===== config.mk =====
export PLATFORM = sky130hd
export DESIGN_NAME = snake_body
export DESIGN_NICKNAME = d
export VERILOG_FILES = /design/src/rtl/snake_body.sv
export SDC_FILE = /design/constraint.sdc
export NUM_CORES = 1
export LEC_CHECK = 0
export ABC_AREA = 1
export BUFFER_PORTS_ARGS = -buffer_cell sky130_fd_sc_hd__buf_2
export CAP_MARGIN = 20
export CORE_ASPECT_RATIO = 1.25
export CORE_MARGIN = 4
export CORE_UTILIZATION = 53
export CTS_CLUSTER_SIZE = 14
export DETAILED_ROUTE_END_ITERATION = 7
export PLACE_DENSITY_LB_ADDON = 0.2
export RECOVER_POWER = 25
export SLEW_MARGIN = 15
export SYNTH_ARGS = -nofsm -noshare
export SYNTH_HDL_FRONTEND = slang
export SYNTH_SLANG_ARGS = --single-unit
export TNS_END_PERCENT = 50

===== constraint.sdc =====
create_clock -name clk -period 2.2 [get_ports clk]
set_clock_uncertainty 0.2 [all_clocks]
set_input_delay 0 -clock clk [delete_from_list [all_inputs] [get_ports clk]]
set_output_delay 0 -clock clk [all_outputs]
set_load 0.1 [all_outputs]

===== src/rtl/snake_body.sv =====
// One snake's segment list: steps the head one grid cell per move tick,
// handles turns and growth, and freezes once the collision checker asserts stop.
module snake_body #(
  parameter int max_len  = 16,
  parameter int num_len  = 10,
  parameter int init_len = 3,
  parameter int init_x   = 5,
  parameter int init_y   = 5,
  parameter int init_dir = 3
) (
  input  logic                        clk,
  input  logic                        rst_n,
  input  logic                        move_tick,
  input  logic [1:0]                  dir_in,
  input  logic                        dir_valid,
  input  logic                        grow,
  input  logic                        stop,
  output logic [max_len*num_len-1:0]  body,
  output logic [4:0]                  len,
  output logic [num_len/2-1:0]        head_x,
  output logic [num_len/2-1:0]        head_y,
  output logic                        moved,
  output logic                        frozen
);

  localparam int HW = num_len / 2;
  localparam int BW = max_len * num_len;
  localparam logic [4:0] LEN_MAX = 5'(max_len);
  localparam logic [HW-1:0] ONE = HW'(1);

  typedef enum logic [1:0] {
    DIR_UP    = 2'd0,
    DIR_DOWN  = 2'd1,
    DIR_LEFT  = 2'd2,
    DIR_RIGHT = 2'd3
  } dir_e;

  // Head at init_x, body trailing to the left; unused slots repeat the tail.
  function automatic logic [BW-1:0] reset_body();
    logic [BW-1:0] b;
    logic [HW-1:0] x;
    int            k;
    b = '0;
    for (int i = 0; i < max_len; i++) begin
      k = (i < init_len) ? i : init_len - 1;
      x = HW'(init_x - k);
      b[i*num_len +: num_len] = {HW'(init_y), x};
    end
    return b;
  endfunction

  localparam logic [BW-1:0] BODY_RST = reset_body();

  logic [BW-1:0] body_q, body_d;
  logic [4:0]    len_q, len_d;
  dir_e          cur_dir_q, cur_dir_d;
  dir_e          pend_dir_q, pend_dir_d;
  logic          pend_grow_q, pend_grow_d;
  logic          moved_q, moved_d;
  logic          frozen_q, frozen_d;

  logic          do_move;
  logic [HW-1:0] hx, hy;
  dir_e          req_dir, rev_dir;

  always_comb begin
    body_d      = body_q;
    len_d       = len_q;
    cur_dir_d   = cur_dir_q;
    pend_dir_d  = pend_dir_q;
    pend_grow_d = pend_grow_q;
    moved_d     = 1'b0;
    frozen_d    = frozen_q | stop;
    hx          = body_q[HW-1:0];
    hy          = body_q[num_len-1:HW];
    req_dir     = dir_e'(dir_in);
    // Reverse of a direction differs only in bit 0 (up/down, left/right).
    rev_dir     = dir_e'({cur_dir_q[1], ~cur_dir_q[0]});
    do_move     = move_tick & ~frozen_q & ~stop;

    if (dir_valid && (req_dir != rev_dir)) pend_dir_d = req_dir;

    if (do_move) begin
      cur_dir_d = pend_dir_q;
      case (pend_dir_q)
        DIR_UP:    hy = hy - ONE;
        DIR_DOWN:  hy = hy + ONE;
        DIR_LEFT:  hx = hx - ONE;
        default:   hx = hx + ONE;
      endcase
      body_d = {body_q[BW-num_len-1:0], hy, hx};
      if ((pend_grow_q || grow) && (len_q != LEN_MAX)) len_d = len_q + 5'd1;
      pend_grow_d = 1'b0;
      moved_d     = 1'b1;
    end else if (grow && (len_q != LEN_MAX)) begin
      pend_grow_d = 1'b1;
    end
  end

  always_ff @(posedge clk or negedge rst_n) begin
    if (!rst_n) begin
      body_q      <= BODY_RST;
      len_q       <= 5'(init_len);
      cur_dir_q   <= dir_e'(2'(init_dir));
      pend_dir_q  <= dir_e'(2'(init_dir));
      pend_grow_q <= 1'b0;
      moved_q     <= 1'b0;
      frozen_q    <= 1'b0;
    end else begin
      body_q      <= body_d;
      len_q       <= len_d;
      cur_dir_q   <= cur_dir_d;
      pend_dir_q  <= pend_dir_d;
      pend_grow_q <= pend_grow_d;
      moved_q     <= moved_d;
      frozen_q    <= frozen_d;
    end
  end

  assign body   = body_q;
  assign len    = len_q;
  assign head_x = body_q[HW-1:0];
  assign head_y = body_q[num_len-1:HW];
  assign moved  = moved_q;
  assign frozen = frozen_q;

endmodule


---- Yosys cells after proc, flatten, opt, wreduce, memory -nomap -nowiden ----
Cells that the tools add are included.
storage, ports and cells
  word-level logic and storage cells ...... 41
  input port bits ......................... 8
  ROM bits ................................ 0
  bits in latches ......................... 0
  memories ................................ 0
  RAM bits ................................ 0
  output and inout port bits .............. 177
  register bits after elaboration ......... 172
operators by class
  add/sub/neg operators ................... 5
  shift operators ......................... 0
  equal/unequal tests ..................... 4
  bitwise operators ....................... 7
  divide/modulo/power cells ............... 0
  multiply operators ...................... 0
  order comparisons ....................... 0
  mux-type cells .......................... 5
  reductions and logical operators ........ 11
operators by type and width
  cell                                              count
  one-hot mux 5 bit (2 select lines)                2
  adder 5 x 1 -> 5 bit, second input constant       3
  subtractor 5 x 1 -> 5 bit, second input constant  2
  AND reduction 2 bit                               3
  != test 5 bit, second input constant              1
  NOT 1 bit                                         4
  nonzero test 2 bit                                2
  logical AND 1 bit                                 3
  2-to-1 mux 1 bit                                  3
  AND 1 bit                                         2
  == test 2 x 1 -> 1 bit, second input constant     1
  == test 2 bit, second input constant              1
  zero test 2 bit                                   1
  != test 2 bit                                     1
  OR reduction 2 bit                                1
  logical OR 1 bit                                  1
  bitwise OR 1 bit                                  1

---- Longest topological paths before layout ----
Gate-level depths: netlist of the first run.
  word-level depth ........................ 4
  gate-level depth with buffers ........... 13
  depth with buffers taken out ............ 13

---- Least setup slack after synthesis of the first run ----
No wires, ideal clock.
  path kind ............................... flip-flop to flip-flop
  start point ............................. register body_q[1], in the netlist body[1]
  end point ............................... register body_q[4], in the netlist body[4]
  buffers on the path ..................... 0
  clock period less this slack ............ 2.218 ns
  data required time ...................... 1.880 ns
  library setup time ...................... 0.120 ns
  slack ................................... -0.018 ns
  cell stages (with the launch flop) ...... 11
  data arrival time ....................... 1.898 ns
  cells stage by stage .................... dfrtp_1 -> nand3_1 -> nand2_1 -> inv_1 -> ha_1 -> inv_1 -> nand2_1 -> nand3_2 -> nand3_1 -> nand3_1 -> nand2_1
on the way
  word-level cells in the longest chain between the ends .. 2
  elaborated cells between the ends (all ways) .. 3
  classes of those cells .................. 2 x add/sub; 1 x mux
ends and longest elaborated chain
  what                                                                      RTL line  RTL
  start, declared                                                           54        logic [BW-1:0] body_q, body_d;
  start signal, assigned                                                    110       body_q <= body_d;
  adder 5 x 1 -> 5 bit / subtractor 5 x 1 -> 5 bit (equally long branches)  89, 88
  one-hot mux 5 bit (2 select lines) *                                      85        case (pend_dir_q)
Every way passes the cells marked *; elsewhere a longest branch is shown, timed or not.
A chain may end at the register's enable or synchronous reset.

---- Worst setup path after layout of the first run ----
  start point ............................. register cur_dir_q[0]
  end point ............................... register pend_dir_q[1]
on the way
  word-level cells in the longest chain between the ends .. 3
ends and longest elaborated chain
  what                    RTL line  RTL
  start, declared         56        dir_e cur_dir_q, cur_dir_d;
  start signal, assigned  104       cur_dir_q <= dir_e'(2'(init_dir));
  start signal, assigned  112       cur_dir_q <= cur_dir_d;
  NOT 1 bit               78        rev_dir = dir_e'({cur_dir_q[1], ~cur_dir_q[0]});
  != test 2 bit           81        if (dir_valid && (req_dir != rev_dir)) pend_dir_d = req_dir;
  logical AND 1 bit       81
  end signal, assigned    105       pend_dir_q <= dir_e'(2'(init_dir));
  end signal, assigned    113       pend_dir_q <= pend_dir_d;
  end, declared           57        dir_e pend_dir_q, pend_dir_d;
Every way passes these cells.

==> results.md, run 1 <==
* Initial DRC count at 333
* Number of global-route vias before repair at 5,388
* Worst path slowest cell: dlygate4sd3_1
* Final HPWL DP at 11,200 µm
* Worst EP arrival at 2.14 ns
* Critical path class: flop to flop
* Share of cells above drive strength 1 at 32.2%
* Drt first pass iters at 5
* # rows at 46
* #FFs+latches synth at 172
* Antenna fix cells at 0
* Final ANT Viol Nets at 0
* DR DRC count at 0
* Simple-Gate Fraction of Synth Area at 25.3%
* Yosys warnings at 0
* CTS buffer count at 17
* Post-synthesis sequential area ratio at 62.7%
* Core area at 12,800 µm²
* H-tree depth at 4
* Status: completed
* Netlist cell types at 25
* Critical Path RT at 2.35 ns
* Syn-to-layout area delta at 24.0%
* Initial antenna violation count at 0
* Slowest stage delay, CP at 0.57 ns
* Syn Inst Count at 768
* Syn Nets at 784
* Compound-Gate Fraction of Synth Area at 3.09%
* Die H at 137 µm
* Pre-CTS setup slack at 0.281 ns
* Internal reg-to-reg setup slack at 0.21 ns
* Gr ovfl total at 0
* Lkg Pwr at 0.00498 µW
* Clock root cell: clkbuf_16
* Peak VDD IR at 0.000492 V
* Adder-Cell Fraction of Synth Area at 1.54%
* Die area at 15,100 µm²
* Routed vias/inst at 4.87
* Tmin final at 1.99 ns
* Unrepaired setup endpoints after global routing: no
* Worst Hold Class: input pin to flop
* PwrDens at 887 nW/µm²
* Final WS setup at 0.207 ns
* Fin nets at 964
* Slew Viols, Final at 0
* Maxcap violations at 0
* Clk_lat worst skew at 0.42 ns
* Clk sink count at 172
* Total number of vias at 5,494
* Chip Width at 111 µm
* Port Buffers at 184
* DR WL/cell at 14.7 µm
* DRT Wirelength at 16,600 µm
* CP Max Fanout at 4
* Mapped Area at 7000 µm²
* FMAX at 502 MHz
* Syn_area_per_cell at 9.12 µm²
* Clock tree from TritonCTS: built
* CP endpoint kind: flop
* Total Routing Usage GR at 22.3%
* Main combinational cell family by area after synthesis: simple AND/OR/NAND/NOR gates
* Critical-path cell list: xnor2_1 -> o21ai_0 -> nor2_1 -> dlygate4sd3_1 -> a21oi_1
* Largest net degree at the start of global routing at 105
* Pwr Total at 7700 µW
* Final worst path period share at 90.6%
* Slew @ Worst Pin at 1.44 ns
* Post-route design area at 8680 µm²
* Leading cell type in the layout, fill and taps excluded: nand2_1
* Max-slew headroom at 4.24%
* I/O Pins at 185
* Hold Vio Cnt, Final at 0
* Setup TNS at 0 ns
* XOR/XNOR share of the synthesized area at 1.63%
* Mux contribution to synthesized area at 0%
* Area post-placement at 8010 µm²
* Final Wtd Congestion at 0.793
* Most frequent cells in the layout: nand2_1, buf_2, dfrtp_1
* Initial Util at 54.6%
* CP Launch Type: flop
* Clock transition at path regs at 0.06 ns
* First-pass GRT wire length at 27,200 µm
* CTS Buffer Depth at 2
* Post-CTS Setup Repair Bufs at 0
* Final Setup Violations at 0
==> routing by layer <==
metal | track usage [%] | vias up | part of all wire (%)
met2 | 36.5 | 156 | 50
li1 | - | 2687 | -
met4 | 7.39 | 0 | 1.7
met3 | 5.53 | 20 | 5.6
met5 | 0 | - | 0
met1 | 29.5 | 2631 | 42
==> final timing paths <==
| check | cells past startpoint | from | to |
|---|---|---|---|
| max | 5 | cur_dir_q[0] | pend_dir_q[1] |
| min | 4 | stop | frozen |
| max reg2reg | 5 | cur_dir_q[0] | pend_dir_q[1] |
| min reg2reg | 2 | body[157] | body[157] |
| max in group asynchronous | 3 | rst_n | body[69] |
| min in group asynchronous | 2 | rst_n | body[130] |
==> where the power goes <==
group | internal [µW] | total [µW] | leakage [µW] | switching [µW]
Clock | 1710 | 2950 | 0.000274 | 1240
Sequential | 3310 | 3410 | 0.00210 | 99.2
Combinational | 220 | 1340 | 0.00261 | 1120
==> metrics by stage <==
| stage | hold WS, ns | std cells | util (%) |
|---|---|---|---|
| 6_report | 0.145 | 1129 | 67.7 |
| 5_1_grt | 0.143 | 1129 | 67.7 |
| 4_1_cts | 0.0381 | 1129 | 67.8 |
| 3_5_place_dp | -0.223 | 1087 | 62.4 |
| 3_3_place_gp | -0.223 | 1087 | 62.4 |
| 2_1_floorplan | -0.496 | 768 | - |
==> Yosys cell counts <==
| master | n | area (µm²) |
|---|---|---|
| nand2_1 | 426 | 1600 |
| dfrtp_1 | 103 | 2580 |
| dfstp_2 | 69 | 1810 |
| inv_1 | 32 | 120 |
| o21ai_0 | 28 | 140 |
| buf_4 | 26 | 195 |
| buf_2 | 13 | 65.1 |
| xor2_1 | 11 | 96.3 |
| nand3_1 | 9 | 45.0 |
| nor2_1 | 8 | 30.0 |
| ha_1 | 7 | 87.6 |
| o21ai_1 | 6 | 30.0 |
| a21oi_1 | 5 | 25.0 |
| nor2_2 | 5 | 31.3 |
| clkbuf_1 | 4 | 15.0 |
| nand2_2 | 3 | 18.8 |
| inv_2 | 2 | 7.51 |
| nand3_2 | 2 | 20.0 |
| o21bai_1 | 2 | 15.0 |
| xnor2_1 | 2 | 17.5 |
| fa_1 | 1 | 20.0 |
| nand2_4 | 1 | 11.3 |
| nor2_4 | 1 | 11.3 |
| nor3_1 | 1 | 5.00 |
| o22ai_1 | 1 | 6.26 |
==> area by class of cell <==
class,instances,area [µm²]
Inverter,34,130
Tap cell,168,210
Sequential cell,172,4390
Fill cell,1059,4150
Timing Repair Buffer,204,1150
Clock buffer,20,447
Clock inverter,12,139
Multi-Input combinational cell,519,2210
==> registers in the layout, indices dropped and copies added, names as in the netlist <==
name         count
len              5
cur_dir_q        2
frozen           1
moved            1
pend_dir_q       2
body           160
pend_grow_q      1
==> worst max-delay path: cells and delay by family, from the launching register on <==
family / cells / cell delay, ns
buf+inv: 1 / 0.57
flops: 1 / 0.54
compound gates: 2 / 0.48
xor+xnor: 1 / 0.07
simple gates: 1 / 0.06
==> logic make-up (layout without fill, tap and decap cells) <==
logic type	after synthesis	after routing
AOI/OAI and AO/OA	42	42
DFF	172	172
buffers and inverters	77	270
adders and majority gates	8	8
xor gates and xnor gates	13	13
and+or+nand+nor	456	456
==> what timing repair did <==
action                                  4_1_cts  5_1_grt
hold buffers                                 10        0
endpoints found under the setup margin        0        1
gates resized for setup                       0        1
endpoints found under the hold margin       169        0
No activity file was read; power rests on OpenSTA's default activity.
==> run 2, diff against run 1 <==
--- a/config.mk
+++ b/config.mk
@@ -13,6 +13,7 @@
 export CORE_UTILIZATION = 53
 export CTS_CLUSTER_SIZE = 14
 export DETAILED_ROUTE_END_ITERATION = 7
+export MAX_ROUTING_LAYER = met4
 export PLACE_DENSITY_LB_ADDON = 0.2
 export RECOVER_POWER = 25
 export SLEW_MARGIN = 15
==> results.md, run 2 (same netlist as run 1, synthesis figures left out) <==
* Seq pwr share at 44.3% (about the same)
* Final worst path period share at 90.4% (was 90.6%)
* First-pass GRT wire length at 27,200 µm (about the same)
* Clock transition at path regs at 0.06 ns (about the same)
* Leading cell type in the layout, fill and taps excluded: nand2_1 (unchanged)
* Filler cell count at 1,059 (unchanged)
* Antenna fix cells at 0 (unchanged)
* Share of cells above drive strength 1 at 32.2% (unchanged)
* Initial Util at 54.6% (unchanged)
* Slew @ Worst Pin at 1.44 ns (about the same)
* Sw frac at 31.9% (about the same)
* Area post-placement at 8010 µm² (unchanged)
* Drt first pass iters at 5 (unchanged)
* Clock tree from TritonCTS: built (unchanged)
* # rows at 46 (unchanged)
* CP Launch Type: flop (unchanged)
* Lkg Pwr at 0.00498 µW (unchanged)
* Max reg flops at 160 (unchanged)
* Die area at 15,100 µm² (unchanged)
* Clock root cell: clkbuf_16 (unchanged)
* DRT Wirelength at 16,500 µm (was 16,600 µm)
* Final Wtd Congestion at 0.805 (was 0.793)
* Worst EP arrival at 2.14 ns (about the same)
* H-tree depth at 4 (unchanged)
* Initial DRC count at 323 (was 333)
* Final ANT Viol Nets at 0 (unchanged)
* Die H at 137 µm (unchanged)
* Clk sink count at 172 (unchanged)
* CTS Buffer Depth at 2 (unchanged)
* Clk_lat worst skew at 0.42 ns (about the same)
* Chip Width at 111 µm (unchanged)
* Syn-to-layout area delta at 24.0% (unchanged)
* Flip-flop and latch area at 4390 µm² (unchanged)
* Setup TNS at 0 ns (unchanged)
* Critical path class: flop to flop (unchanged)
* CTS buffer count at 17 (unchanged)
* Final HPWL DP at 11,200 µm (unchanged)
* Total Routing Usage GR at 23.0% (was 22.3%)
* Number of global-route vias before repair at 5,393 (was 5,388)
* Core area at 12,800 µm² (unchanged)
* Final Util at 67.7% (unchanged)
* Post-CTS Setup Repair Bufs at 0 (unchanged)
* Gr ovfl total at 0 (unchanged)
* Slew Viols, Final at 0 (unchanged)
* FMAX at 503 MHz (was 502 MHz)
* Tmin final at 1.99 ns (about the same)
* Peak VDD IR at 0.000491 V (was 0.000492 V)
* Routed vias/inst at 4.87 (about the same)
* Fin nets at 964 (unchanged)
* Initial antenna violation count at 0 (unchanged)
* CP endpoint kind: flop (unchanged)
* Unrepaired setup endpoints after global routing: no (unchanged)
* I/O Pins at 185 (unchanged)
* Clk pwr share at 38.3% (about the same)
* PwrDens at 887 nW/µm² (about the same)
* Int Pwr at 5250 µW (about the same)
* DR DRC count at 0 (unchanged)
* Total number of vias at 5,502 (was 5,494)
* Critical Path RT at 2.35 ns (about the same)
* Final Setup Violations at 0 (unchanged)
* Largest net degree at the start of global routing at 105 (unchanged)
* Port Buffers at 184 (unchanged)
* Gate power share at 17.4% (about the same)
* DR WL/cell at 14.6 µm (was 14.7 µm)
* Status: completed (unchanged)
* Worst Hold Class: input pin to flop (unchanged)
* Hold Vio Cnt, Final at 0 (unchanged)
* Maxcap violations at 0 (unchanged)
* Most frequent cells in the layout: nand2_1, buf_2, dfrtp_1 (unchanged)
* Post-route design area at 8680 µm² (unchanged)
* Multi-input gate area at 2210 µm² (unchanged)
* Max-slew headroom at 4.18% (was 4.24%)
* CP Max Fanout at 4 (unchanged)
* Psw at 2450 µW (was 2460 µW)
## run 2: worst max-delay path, stage by stage, from the launching register on
cell           delay (ns)
dfstp_2              0.54
xnor2_1              0.07
o21ai_0              0.36
nor2_1               0.07
dlygate4sd3_1        0.56
a21oi_1              0.12
## run 2: final cells by class
class                           instances  area share (%)
Sequential cell                       172            50.6
Clock buffer                           20            5.14
Clock inverter                         12            1.60
Multi-Input combinational cell        519            25.5
Tap cell                              168            2.42
Inverter                               34            1.50
Timing Repair Buffer                  204            13.3
## run 2: path summary, 6_finish.rpt
check | from | endpoint | slack [ns] | cells past startpoint
setup / recovery | cur_dir_q[0] | pend_dir_q[0] | 0.21 | 5
hold / removal | stop | frozen | 0.14 | 4
setup reg to reg | cur_dir_q[0] | pend_dir_q[0] | 0.21 | 5
hold reg to reg | body[157] | body[157] | 0.27 | 2
max in group asynchronous | rst_n | body[99] | 0.29 | 3
min in group asynchronous | rst_n | body[130] | 0.80 | 2
## run 2: layer usage
layer | global-route usage [%] | vias to the layer above | routed length, µm
met2 | 36.4 | 161 | 8370
met1 | 30.2 | 2634 | 7000
met4 | 7.39 | 0 | 303
li1 | - | 2686 | -
met3 | 4.95 | 21 | 852
met5 | - | - | 0
## run 2: repair_timing
item,4_1_cts,5_1_grt
resized for setup,0,1
hold buffers,10,0
endpoints found under the setup margin,0,1
hold endpoints to repair,169,0
## run 2: power by group through the flow
stage,sequential [µW],combinational (µW),clock [µW]
after detailed placement,3460,1330,0
after global routing,3430,1420,3160
after floorplan,4130,410,0
after CTS,3410,1350,3010
final,3410,1340,2950
after global placement,3460,1310,0
## run 2: stage by stage
step,power (µW),hold slack (ns),cells,setup WS [ns]
after floorplan,4540,-0.496,768,0.0681
after global placement,4770,-0.223,1087,0.329
after detailed placement,4790,-0.223,1087,0.281
after CTS,7770,0.0381,1129,0.230
after global routing,8000,0.141,1129,0.0424
final,7700,0.144,1129,0.212
